--- config.mk ---
export PLATFORM = sky130hd
export DESIGN_NAME = booth_sequencer_flat
export DESIGN_NICKNAME = d
export VERILOG_FILES = /design/src/rtl/booth_sequencer_if.sv /design/src/rtl/booth_sequencer.sv /design/src/flat_wrapper.sv
export SDC_FILE = /design/constraint.sdc
export NUM_CORES = 1
export LEC_CHECK = 0
export BUFFER_PORTS_ARGS = -buffer_cell sky130_fd_sc_hd__buf_2
export CORE_AREA = 2 2 39 41
export CTS_CLUSTER_DIAMETER = 200
export DETAILED_ROUTE_END_ITERATION = 12
export DIE_AREA = 0 0 41 43
export PLACE_DENSITY = 0.62
export RECOVER_POWER = 50
export SLEW_MARGIN = 15
export SYNTH_ARGS = -nofsm -noshare
export SYNTH_HDL_FRONTEND = slang
export SYNTH_SLANG_ARGS = --single-unit
--- constraint.sdc ---
create_clock -name clk -period 1.3 [get_ports clk]
set_input_delay 0.13 -clock clk [delete_from_list [all_inputs] [get_ports clk]]
set_output_delay 0.13 -clock clk [all_outputs]
set_load 0.005 [all_outputs]
--- src/rtl/booth_sequencer_if.sv ---
// Start/ready/done handshake plus datapath strobe bundle between the Booth
// sequencer (master) and the A/Q/M register datapath and host logic (slave).
interface booth_sequencer_if #(
  parameter int REG_WIDTH = 8,
  parameter int CNT_W     = $clog2(REG_WIDTH + 1)
) ();

  logic             start;
  logic             ready;
  logic             done;
  logic             q0;
  logic             qm1;
  logic             load_m;
  logic             load_q;
  logic             clr_a;
  logic [1:0]       alu_op;
  logic             load_a;
  logic             shr;
  logic             dump;
  logic [CNT_W-1:0] iter;

  modport master (
    input  start, q0, qm1,
    output ready, done, load_m, load_q, clr_a, alu_op, load_a, shr, dump, iter
  );

  modport slave (
    output start, q0, qm1,
    input  ready, done, load_m, load_q, clr_a, alu_op, load_a, shr, dump, iter
  );

endinterface

--- src/rtl/booth_sequencer.sv ---
// Moore control sequencer for a radix-2 Booth multiplier datapath.
// Optional feature macro BOOTH_ABORT_EN adds a synchronous abort input.
module booth_sequencer #(
  parameter int REG_WIDTH = 8,
  parameter int CNT_W     = $clog2(REG_WIDTH + 1)
) (
  input  logic clk,
  input  logic rst_n,
`ifdef BOOTH_ABORT_EN
  input  logic abort,
`endif
  booth_sequencer_if.master bus
);

  typedef enum logic [2:0] {
    ST_IDLE,
    ST_LOAD,
    ST_EVAL,
    ST_ADD,
    ST_SUB,
    ST_SHIFT,
    ST_DUMP,
    ST_DONE
  } state_e;

  localparam logic [1:0]       ALU_NONE  = 2'b00;
  localparam logic [1:0]       ALU_ADD   = 2'b01;
  localparam logic [1:0]       ALU_SUB   = 2'b10;
  localparam logic [CNT_W-1:0] ITER_LAST = CNT_W'(REG_WIDTH);

  state_e           state_q, state_d;
  logic [CNT_W-1:0] iter_q, iter_d;
  logic [CNT_W-1:0] iter_inc;

  assign iter_inc = iter_q + CNT_W'(1);

  // NOTE: state registers use non-blocking assignments so every flop samples
  // the pre-edge value of its neighbours regardless of process ordering.
  always_ff @(posedge clk or negedge rst_n) begin
    if (!rst_n) begin
      state_q <= ST_IDLE;
      iter_q  <= '0;
    end else begin
      state_q <= state_d;
      iter_q  <= iter_d;
    end
  end

  // NOTE: every variable gets a default before the case so no path leaves it
  // unassigned, which would otherwise infer a latch.
  always_comb begin
    state_d = state_q;
    iter_d  = iter_q;
    unique case (state_q)
      ST_IDLE:  if (bus.start) state_d = ST_LOAD;
      ST_LOAD: begin
        iter_d  = '0;
        state_d = ST_EVAL;
      end
      ST_EVAL: begin
        // Booth recoding of the current multiplier digit pair {Q0, Q-1}.
        unique case ({bus.q0, bus.qm1})
          2'b01:   state_d = ST_ADD;
          2'b10:   state_d = ST_SUB;
          default: state_d = ST_SHIFT;
        endcase
      end
      ST_ADD:   state_d = ST_SHIFT;
      ST_SUB:   state_d = ST_SHIFT;
      ST_SHIFT: begin
        iter_d  = iter_inc;
        state_d = (iter_inc == ITER_LAST) ? ST_DUMP : ST_EVAL;
      end
      ST_DUMP:  state_d = ST_DONE;
      ST_DONE:  state_d = ST_IDLE;
      default:  state_d = ST_IDLE;
    endcase
`ifdef BOOTH_ABORT_EN
    // Abort outranks normal sequencing anywhere outside IDLE.
    if (abort && (state_q != ST_IDLE)) begin
      state_d = ST_IDLE;
      iter_d  = '0;
    end
`endif
  end

  // Strobes depend on state_q only, so the datapath sees glitch-free Moore outputs.
  always_comb begin
    bus.ready  = 1'b0;
    bus.done   = 1'b0;
    bus.load_m = 1'b0;
    bus.load_q = 1'b0;
    bus.clr_a  = 1'b0;
    bus.alu_op = ALU_NONE;
    bus.load_a = 1'b0;
    bus.shr    = 1'b0;
    bus.dump   = 1'b0;
    unique case (state_q)
      ST_IDLE:  bus.ready = 1'b1;
      ST_LOAD: begin
        bus.load_m = 1'b1;
        bus.load_q = 1'b1;
        bus.clr_a  = 1'b1;
      end
      ST_ADD: begin
        bus.alu_op = ALU_ADD;
        bus.load_a = 1'b1;
      end
      ST_SUB: begin
        bus.alu_op = ALU_SUB;
        bus.load_a = 1'b1;
      end
      ST_SHIFT: bus.shr  = 1'b1;
      ST_DUMP:  bus.dump = 1'b1;
      ST_DONE:  bus.done = 1'b1;
      default: ;
    endcase
  end

  assign bus.iter = iter_q;

`ifndef SYNTHESIS
  a_alu_op_legal: assert property (@(posedge clk) disable iff (!rst_n)
    bus.alu_op != 2'b11);
  a_iter_range: assert property (@(posedge clk) disable iff (!rst_n)
    iter_q <= ITER_LAST);
`endif

endmodule

--- src/flat_wrapper.sv ---
// flat-port wrapper written by rule: the top's interface ports become plain ports
module booth_sequencer_flat 
#(
  parameter int REG_WIDTH = 8,
  parameter int CNT_W     = $clog2(REG_WIDTH + 1)
)
  (clk, rst_n, bus_start, bus_q0, bus_qm1, bus_ready, bus_done, bus_load_m, bus_load_q, bus_clr_a, bus_alu_op, bus_load_a, bus_shr, bus_dump, bus_iter);
  booth_sequencer_if #(.REG_WIDTH(REG_WIDTH), .CNT_W(CNT_W)) bus_i ();
  input  logic clk;
  input  logic rst_n;
  input wire logic [$bits(bus_i.start)-1:0] bus_start;
  input wire logic [$bits(bus_i.q0)-1:0] bus_q0;
  input wire logic [$bits(bus_i.qm1)-1:0] bus_qm1;
  output wire logic [$bits(bus_i.ready)-1:0] bus_ready;
  output wire logic [$bits(bus_i.done)-1:0] bus_done;
  output wire logic [$bits(bus_i.load_m)-1:0] bus_load_m;
  output wire logic [$bits(bus_i.load_q)-1:0] bus_load_q;
  output wire logic [$bits(bus_i.clr_a)-1:0] bus_clr_a;
  output wire logic [$bits(bus_i.alu_op)-1:0] bus_alu_op;
  output wire logic [$bits(bus_i.load_a)-1:0] bus_load_a;
  output wire logic [$bits(bus_i.shr)-1:0] bus_shr;
  output wire logic [$bits(bus_i.dump)-1:0] bus_dump;
  output wire logic [$bits(bus_i.iter)-1:0] bus_iter;
  assign bus_i.start = bus_start;
  assign bus_i.q0 = bus_q0;
  assign bus_i.qm1 = bus_qm1;
  assign bus_ready = bus_i.ready;
  assign bus_done = bus_i.done;
  assign bus_load_m = bus_i.load_m;
  assign bus_load_q = bus_i.load_q;
  assign bus_clr_a = bus_i.clr_a;
  assign bus_alu_op = bus_i.alu_op;
  assign bus_load_a = bus_i.load_a;
  assign bus_shr = bus_i.shr;
  assign bus_dump = bus_i.dump;
  assign bus_iter = bus_i.iter;
  booth_sequencer #(.REG_WIDTH(REG_WIDTH), .CNT_W(CNT_W)) u_core (.clk(clk), .rst_n(rst_n), .bus(bus_i));
endmodule
# Word-level counts from Yosys, hierarchy flattened
# Cells that the tools add are included.
[totals]
reg_bits = 7
out_inout_bits = 14
elab_cells = 29
[classes]
n_eq_ne = 11
mux = 12
n_addsub = 1
reduce_logical = 3
[op_table]
columns = ["cell", "count"]
rows = [
  ["$pmux 3 s7", 1],
  ["$eq 3x3->1 const B", 4],
  ["$pmux 4 s2", 1],
  ["$eq 3x2->1 const B", 2],
  ["$mux 1", 6],
  ["$mux 3", 2],
  ["$pmux 3 s2", 1],
  ["$add 4x1->4 const B", 1],
  ["$eq 4x4->1 const B", 1],
  ["$pmux 2 s2", 1],
  ["$eq 3x1->1 const B", 1],
  ["$logic_not 3->1", 1],
  ["$eq 2x1->1 const B", 1],
  ["$eq 2x2->1 const B", 1],
  ["$ne 2x2->1 const B", 1],
  ["$reduce_bool 2->1", 1],
  ["$reduce_or 2->1", 1],
]

# Depth between registers and ports, before layout
# Gate-level depths: netlist of run 1.
[logic_depth]
depth_word = 4
ltp_mapped = 4
mapped_depth_nobuf = 4

# Least setup slack after synthesis of run 1
# OpenSTA, ideal clock, no wires.
[synth_timing]
path_type = "flip-flop to flip-flop"
from = "register u_core.state_q[1]"
to = "register u_core.iter_q[3] (netlist: u_core.bus.iter[3])"
stages_incl_launch_ff = 5
setup_ps = 69
path_buffers = 1
arrival_time_ps = 1222
t_required_ps = 1231
setup_slack_ps = 9
cell_sequence = "dfrtp_1 -> nand2b_1 -> buf_6 -> or4_1 -> nand3_1"
[synth_between]
elab_chain_len = 2
word_cells_on_any_way = 4
classes_between = "2 x eq/ne; 1 x mux; 1 x reduce/logical"
[synth_lines]
columns = ["item", "line_no", "source"]
rows = [
  ["start: declaration", "booth_sequencer.sv:31", "state_e state_q, state_d;"],
  ["start signal: assignment", "booth_sequencer.sv:44", "state_q <= state_d;"],
  ["$eq 3x3->1 or $eq 3x1->1 (tied branches)", "booth_sequencer.sv:54", "unique case (state_q)"],
  ["$pmux 4 s2 or $reduce_bool 2->1 (tied branches)", "--", ""],
  ["end signal: assignment", "booth_sequencer.sv:45", "iter_q <= iter_d;"],
  ["end: declaration", "booth_sequencer.sv:32", "logic [CNT_W-1:0] iter_q, iter_d;"],
]
# Parallel ways exist; a longest one is shown, timed or not.
# A chain may end at the register's enable or synchronous reset.

# Worst setup path in the final report of run 1
[layout_timing]
from = "register u_core.state_q[1]"
to = "output bus_load_a"
[layout_between]
elab_chain_len = 3
word_cells_on_any_way = 4
classes_between = "2 x eq/ne; 1 x mux; 1 x reduce/logical"
[layout_lines]
columns = ["item", "line_no", "source"]
rows = [
  ["$eq 3x2->1 or $eq 3x3->1 (tied branches)", "booth_sequencer.sv:98", "unique case (state_q)"],
  ["$reduce_or 2->1 (no source line) (*)", "--", ""],
  ["$mux 1 (*)", "booth_sequencer.sv:98", ""],
  ["end: declaration", "flat_wrapper.sv:20", "output wire logic [$bits(bus_i.load_a)-1:0] bus_load_a;"],
]
# Mark *: on every way between the ends. The rest lies on a longest branch, timed or not.

==> results of run 1 <==
==> synthesized netlist by cell type (all sizes together), types with 2 or more instances <==
| cell | number |
|---|---|
| nand3 | 4 |
| ha | 2 |
| a21oi | 2 |
| dfrtp | 7 |
| buf | 4 |
| inv | 3 |
| nand2 | 3 |
| nand2b | 4 |
| o21ai | 5 |
| nor2 | 2 |
| nor3 | 3 |
==> repair_timing <==
action | in CTS | in global routing
resized for setup | 10 | 4
setup endpoints to repair | 6 | 9
endpoints found under the hold margin | 7 | 0
buffers inserted | 1 | 1
pin swaps | 1 | 1
hold buffers | 1 | 0
==> registers in the layout, summed over array words and instances (netlist names) <==
register,count
u_core.state_q,3
u_core.bus.iter,4
==> final cells by class <==
type	count	area, um2	share of cell area
inverter	3	11.3	0.0169
multi-input combinational	37	268	0.403
tap	16	20.0	0.0301
clock buffer	4	26.3	0.0395
timing repair buffer	26	161	0.243
sequential	7	178	0.267
==> power groups by stage <==
stage | Clock (mW) | Combinational (mW) | Sequential, mW
6_report | 0.196 | 0.887 | 0.464
5_1_grt | 0.222 | 1.00 | 0.480
4_1_cts | 0.208 | 0.832 | 0.451
3_5_place_dp | 0 | 0.711 | 0.437
3_3_place_gp | 0 | 0.707 | 0.439
2_1_floorplan | 0 | 0.474 | 0.405
==> critical path: stages, from the launching register on <==
cell and delay (ns):
dfrtp_1 0.40, nor2b_4 0.14, and2_4 0.15, or2_4 0.22, buf_6 0.11
==> worst max path at each step <==
stage | slack [ns] | startpoint | to
floorplan | 0.009 | u_core.state_q[1] | u_core.bus.iter[3]
global placement | 0.05 | u_core.state_q[1] | bus_load_a
detailed placement | 0.05 | u_core.state_q[1] | bus_load_a
CTS | -0.11 | u_core.state_q[1] | bus_load_a
global route | -0.15 | u_core.state_q[1] | bus_load_a
finish | -0.10 | u_core.state_q[1] | bus_load_a
==> per-stage QoR <==
| step | total power, mW | instances | worst slack, ns | hold slack (ns) | area, um2 |
|---|---|---|---|---|---|
| finish | 1.55 | 93 | -0.102 | 0.156 | 664 |
| global route | 1.70 | 93 | -0.152 | 0.149 | 664 |
| CTS | 1.49 | 92 | -0.107 | 0.145 | 643 |
| detailed placement | 1.15 | 86 | 0.0533 | -0.0229 | 568 |
| global placement | 1.15 | 86 | 0.0549 | -0.0247 | 568 |
| floorplan | 0.879 | 52 | 0.00916 | -0.166 | 455 |
==> cells by family (layout without fill, tap and decap cells) <==
family                   Yosys count  count (layout)
buffers and inverters              8              33
multiplexers                       1               1
adder cells (fa/ha/maj)            2               2
flip-flops                         7               7
XOR/XNOR                           1               1
AND/OR/NAND/NOR                   23              23
AO/OA/AOI/OAI                     10              10
==> layer usage <==
layer,GRT usage,part of all wire,vias to the layer above,wire length (um)
li1,-,-,227,-
met1,0.155,0.44,213,448
met2,0.197,0.54,7,553
met3,0.0314,0.018,0,18
met4,0.0600,0,0,0
met5,0,0,-,0
==> results.toml, run 1 <==
[detailed_routing]
viasPerCell = 4.81
drtIter0Drc = 8
dr.pass1.iters = 4
vias = 447
routedWlPerCell_um = 11.0
drtAntennaViolNets = 0
drt-total-wl_mm = 1.02
drc = 0

[hold_path]
hold_path_depth = 3
hold_path_class = "primary input to register"
hold_start = "bus_qm1"
min_to = "u_core.state_q[0]"

[clock_network]
htree_levels = 1
cts.sinks = 7
cts_tree = "yes"
cts_root_buf = "clkbuf_4"
numCtsBuffers = 3
clk_path_buf_depth = 2
path_clk_slew_ns = 0.05
clk_latency_ns = 0.24

[logic_synthesis]
synthFlopType = "dfrtp_1"
avgSynthCellArea_um2 = 8.76
synth_mux_area_frac = 0.0247
synth_nets = 59
synth_xor_xnor_area_share = 0.0192
async_flop_share = 1.00
yosys_warnings = 0
synth_area_leaders = "dfrtp_1 38%, ha_1 5.5%, nand2b_1 5.5%"
synthCells = 52
ys_ff_latch = 7
synth_cell_types = 26
synth_compound_area_frac = 0.132
synth_top_family_by_area = "simple AND/OR/NAND/NOR gates"
yosysTopAreaCell = "dfrtp_1"
yosys.area_share.adder = 0.0549
synth-edff-count = 0
yosys.area_share.simple = 0.283
syn_area_um2 = 455
seq_area_frac_synth = 0.385
synth_top_area_frac = 0.385

[pwr]
switching_share = 0.394
p_comb_frac = 0.573
power_density_nw_per_um2 = 2330
intPower_mw = 0.937
p_leak_nw = 0.345
vdd_drop_max_uv = 965
clock_power_share = 0.126
power_frac_seq = 0.300
p_switching_mw = 0.610

[timing]
worst_pin_slew_ns = 0.397
drv_slew = 0
skew_ns = 0.000629
finalWorstSetupSlack_ns = -0.102
finalHoldViolCount = 0
grt_setup_unrepaired = "yes"
period_needed_ns = 1.40
setup_violations = 5
max_freq_mhz = 713
setup_tns_ns = -0.213
relSlewSlack = 0.735
fin_crit_sh = 1.08

[worst_setup_path]
worstReg2RegEnd = "u_core.bus.iter[3]"
start_kind = "register"
end_kind = "primary output"
r2r.worst_path.cells = 3
reg2reg_setup_slack_ns = 0.07
timing.rr.start = "u_core.state_q[1]"
criticalPathCategory = "register to primary output"
worstPathRequired_ns = 1.17
critPathMaxFanout = 4
crit_arrival_ns = 1.27

[finish]
mostFrequentLayoutCells = "16 x buf_2, 6 x buf_4, 5 x o21ai_0, 5 x dfrtp_1"
area_delta_synth_final_pct = 45.9
antenna_cells = 0
final_common_cell = "buf_2"
fillers = 144
finalNetCount = 85
final_core_util = 0.480
drive_above_1_share = 0.494

[global_routing]
grt_pass1_wl_mm = 1.53
gr-total-overflow = 0
grt.total_usage = 0.127
grt_max_degree = 10
antenna_found_initial = 0
grt_pass1_vias = 392

[floorplan]
coreArea_um2 = 1380
die_y_um = 43
io_pins = 19
initial_core_util = 0.329
die_x_um = 41
num_rows = 14
dieArea_um2 = 1760

[placed_design]
dpl.hpwl_um = 760
place.port_buffers = 18
gp_congestion = 0.819

[outcome]
outcome = "finished, violations left"
violations = "setup timing"

[job]
max_cap_violations = 0
No activity file was read; power rests on OpenSTA's default activity.
==> inputs of run 2 (changes only) <==
--- a/config.mk
+++ b/config.mk
@@ -10,8 +10,9 @@
 export CTS_CLUSTER_DIAMETER = 200
 export DETAILED_ROUTE_END_ITERATION = 12
 export DIE_AREA = 0 0 41 43
-export PLACE_DENSITY = 0.62
+export PLACE_DENSITY = 0.59
 export RECOVER_POWER = 50
+export REMOVE_ABC_BUFFERS = 1
 export SLEW_MARGIN = 15
 export SYNTH_ARGS = -nofsm -noshare
 export SYNTH_HDL_FRONTEND = slang
==> constraint.sdc (replaced) <==
create_clock -name clk -period 1.75 [get_ports clk]
set_input_delay 0.0875 -clock clk [delete_from_list [all_inputs] [get_ports clk]]
set_output_delay 0.0875 -clock clk [all_outputs]
set_load 0.005 [all_outputs]
==> results.toml, run 2 (same netlist as run 1, synthesis figures left out) <==
[detailed_routing]
wl_met1_um = 422
wl_met2_um = 383
drtAntennaViolNets = 0
topRoutingLayerUsed = "met4"
drc = 0
dr.pass1.iters = 3
drt-total-wl_um = 881
drtIter0Drc = 10
routedWlPerCell_um = 10.2
wl_met3_um = 69
vias = 410
viasPerCell = 4.77

[placed_design]
gp_congestion = 0.761
place.port_buffers = 18
dpl.hpwl_um = 671
dp.cells = 81

[floorplan]
die_y_um = 43
die_x_um = 41
dieArea_um2 = 1760
num_rows = 14
initial_core_util = 0.329
io_pins = 19
coreArea_um2 = 1380

[timing]
period_needed_ns = 1.55
max_freq_mhz = 643
finalHoldViolCount = 0
skew_ns = 0.00214
fin_crit_sh = 0.888
relSlewSlack = 0.733
grt_setup_unrepaired = "no"
setup_violations = 0
worst_pin_slew_ns = 0.400
setup_tns_ns = 0
fin_hold_ws_ns = 0.0962
drv_slew = 0

[finish]
finalNetCount = 78
final_core_util = 0.408
largest_reg_flops = 4
layout.cells.non_filler = 86
multi_input_area_um2 = 234
antenna_cells = 0
fillers = 150
area_delta_synth_final_pct = 23.9
final_common_cell = "buf_2"
regArea_um2 = 175
drive_above_1_share = 0.300
mostFrequentLayoutCells = "16 x buf_2, 7 x dfrtp_1, 5 x o21ai_0, 4 x nand2b_1, 4 x nand3_1"

[worst_setup_path]
end_kind = "primary output"
r2r.worst_path.cells = 3
worstSetupStartpoint = "u_core.state_q[2]"
criticalPathCategory = "register to primary output"
critPathMaxFanout = 11
worstPathRequired_ns = 1.66
endpoint = "bus_load_a"
start_kind = "register"
reg2reg_setup_slack_ns = 0.34
timing.rr.start = "u_core.state_q[0]"
worstReg2RegEnd = "u_core.bus.iter[3]"
crit_arrival_ns = 1.47

[clock_network]
clk_path_buf_depth = 2
cts_root_buf = "clkbuf_4"
path_clk_slew_ns = 0.05
htree_levels = 1
post_cts_resized = 0
cts_tree = "yes"
numCtsBuffers = 3
cts.sinks = 7
clk_latency_ns = 0.25

[global_routing]
grt_max_degree = 13
gr-total-overflow = 0
grt.total_usage = 0.125
antenna_found_initial = 0
grt_pass1_vias = 361
grt_pass1_wl_mm = 1.44

[hold_path]
hold_path_depth = 3
hold_path_class = "primary input to register"

[pwr]
power_density_nw_per_um2 = 1610
p_leak_nw = 0.298
vdd_drop_max_uv = 924
power_mw = 0.909

[outcome]
outcome = "finished, final reports clean"

[job]
max_cap_violations = 0
==> run 2: final cells by class <==
cell class,instances,share of cell area
multi-input cells,37,0.415
flip-flops and latches,7,0.310
clock buffers,4,0.0466
well taps,16,0.0355
inverters,3,0.0200
repair buffers,19,0.173
==> run 2: routing by layer <==
layer  up-vias  global-route usage
met5         -                   0
met2        11               0.141
met1       185               0.180
li1        212                   -
met3         2              0.0942
met4         0              0.0400
==> run 2: critical path, stage by stage, from the launching register on <==
cell and delay, ns:
dfrtp_1 0.51, nor2b_1 0.12, and2_1 0.18, or2_2 0.28, buf_2 0.12
==> run 2: worst min-delay path by stage <==
stage,start,to,slack [ns]
final,bus_qm1,u_core.state_q[0],0.1
after global routing,bus_qm1,u_core.state_q[0],0.12
after CTS,bus_qm1,u_core.state_q[0],0.1
after detailed placement,rst_n,u_core.bus.iter[2],-0.07
after global placement,rst_n,u_core.bus.iter[2],-0.07
after floorplan,rst_n,u_core.bus.iter[0],-0.21
==> run 2: metrics by stage <==
stage / area, um2 / setup WS [ns]
2_1_floorplan: 420 / 0.471
3_3_place_gp: 531 / 0.383
3_5_place_dp: 531 / 0.345
4_1_cts: 567 / 0.186
5_1_grt: 564 / 0.0955
6_report: 564 / 0.196
==> run 2: where the power goes <==
group	total (mW)	switching, mW	internal [mW]
combinational	0.403	0.193	0.209
sequential	0.355	0.122	0.233
clock	0.151	0.0640	0.0873
==> run 2: timing repair <==
action,4_1_cts,5_1_grt
hold endpoints to repair,7,0
hold buffers,1,0
buffers inserted,0,0
==> inputs of run 3 (changes only) <==
==> constraint.sdc (replaced) <==
create_clock -name clk -period 1.75 [get_ports clk]
set_input_delay 0.0875 -clock clk [delete_from_list [all_inputs] [get_ports clk]]
set_output_delay 0.0875 -clock clk [all_outputs]
set_load 0.01 [all_outputs]
==> results.toml, run 3 (same netlist as run 1, synthesis figures left out) <==
[global_routing]
grt_pass1_wl_mm = 1.49
grt_pass1_vias = 385
antenna_found_initial = 0
gr-total-overflow = 0
grt_max_degree = 13
grt.total_usage = 0.128

[detailed_routing]
wl_met2_um = 414
vias = 429
dr.pass1.iters = 3
topRoutingLayerUsed = "met4"
wl_met1_um = 427
drc = 0
routedWlPerCell_um = 10.3
wl_met3_um = 32
drt-total-wl_um = 886
drtAntennaViolNets = 0
drtIter0Drc = 5
viasPerCell = 4.99

[placed_design]
place.port_buffers = 18
place_ws_ns = 0.348
placed_area_um2 = 531
dp.cells = 81
dpl.hpwl_um = 665
gp_congestion = 0.754

[worst_setup_path]
crit_arrival_ns = 1.49
timing.rr.start = "u_core.state_q[0]"
criticalPathCategory = "register to primary output"
reg2reg_setup_slack_ns = 0.34
end_kind = "primary output"
worstSetupStartpoint = "u_core.state_q[2]"
r2r.worst_path.cells = 3
critPathMaxFanout = 11
start_kind = "register"
worstPathRequired_ns = 1.66
worstReg2RegEnd = "u_core.bus.iter[3]"

[clock_network]
numCtsBuffers = 3
clk_latency_ns = 0.25
cts_tree = "yes"
post_cts_resized = 0
clk_path_buf_depth = 2
path_clk_slew_ns = 0.06
holdBufCountCts = 1
htree_levels = 1
cts_root_buf = "clkbuf_4"
postCtsSetupRepairBufs = 0
cts.sinks = 7

[outcome]
outcome = "finished, final reports clean"

[finish]
mostFrequentLayoutCells = "13 x buf_2, 7 x dfrtp_1, 6 x clkbuf_1, 5 x o21ai_0"
finalNetCount = 78
fillers = 140
largest_reg_flops = 4
drive_above_1_share = 0.257
area_delta_synth_final_pct = 23.1
final_core_util = 0.405
final_common_cell = "buf_2"
antenna_cells = 0
layout.cells.non_filler = 86
final_cell_area_um2 = 561

[job]
max_cap_violations = 0

[floorplan]
io_pins = 19
dieArea_um2 = 1760
initial_core_util = 0.329
coreArea_um2 = 1380
die_y_um = 43
die_x_um = 41
num_rows = 14

[timing]
setup_violations = 0
finalWorstSetupSlack_ns = 0.175
worst_pin_slew_ns = 0.395
max_freq_mhz = 635
fin_hold_ws_ns = 0.107
fin_crit_sh = 0.900
finalHoldViolCount = 0
relSlewSlack = 0.736
skew_ns = 0.00991
setup_tns_ns = 0
period_needed_ns = 1.57
grt_setup_unrepaired = "no"
drv_slew = 0

[hold_path]
hold_start = "bus_qm1"
hold_path_class = "primary input to register"
min_to = "u_core.state_q[0]"
hold_path_depth = 3

[pwr]
vdd_drop_max_uv = 822
power_mw = 0.951
power_density_nw_per_um2 = 1700
p_leak_nw = 0.286
## run 3: cell types whose count changed in the layout (fill, tap and decap cells not counted), sizes merged
cell / change
clkbuf: +3
buf: -3
## run 3: layer usage
layer,vias to the layer above,track usage
li1,218,-
met1,201,0.155
met2,8,0.175
met3,2,0.0785
met4,0,0.0600
met5,-,0
## run 3: how the worst max path moves through the flow
stage	to	depth (start not counted)
2_1_floorplan	u_core.bus.iter[3]	3
3_3_place_gp	u_core.bus.iter[3]	3
3_5_place_dp	u_core.bus.iter[3]	3
4_1_cts	bus_load_a	4
5_1_grt	bus_load_a	4
6_report	bus_load_a	4
## run 3: final cells by class
cell class	count	area (um2)	area share
Clock buffer	4	26.3	0.0469
Inverter	3	11.3	0.0201
Multi-Input combinational cell	37	234	0.417
Sequential cell	7	175	0.312
Timing Repair Buffer	19	93.8	0.167
Tap cell	16	20.0	0.0357
## run 3: where the power goes
group          internal (mW)  leakage (nW)  total [mW]  switching (mW)
sequential             0.233        0.0902       0.357           0.124
clock                 0.0870        0.0150       0.145          0.0583
combinational          0.205         0.181       0.449           0.245
## run 3: critical path: stages (launching register included)
cell and delay [ns]:
dfrtp_1 0.53, nor2b_1 0.12, and2_1 0.18, or2_2 0.28, buf_2 0.14
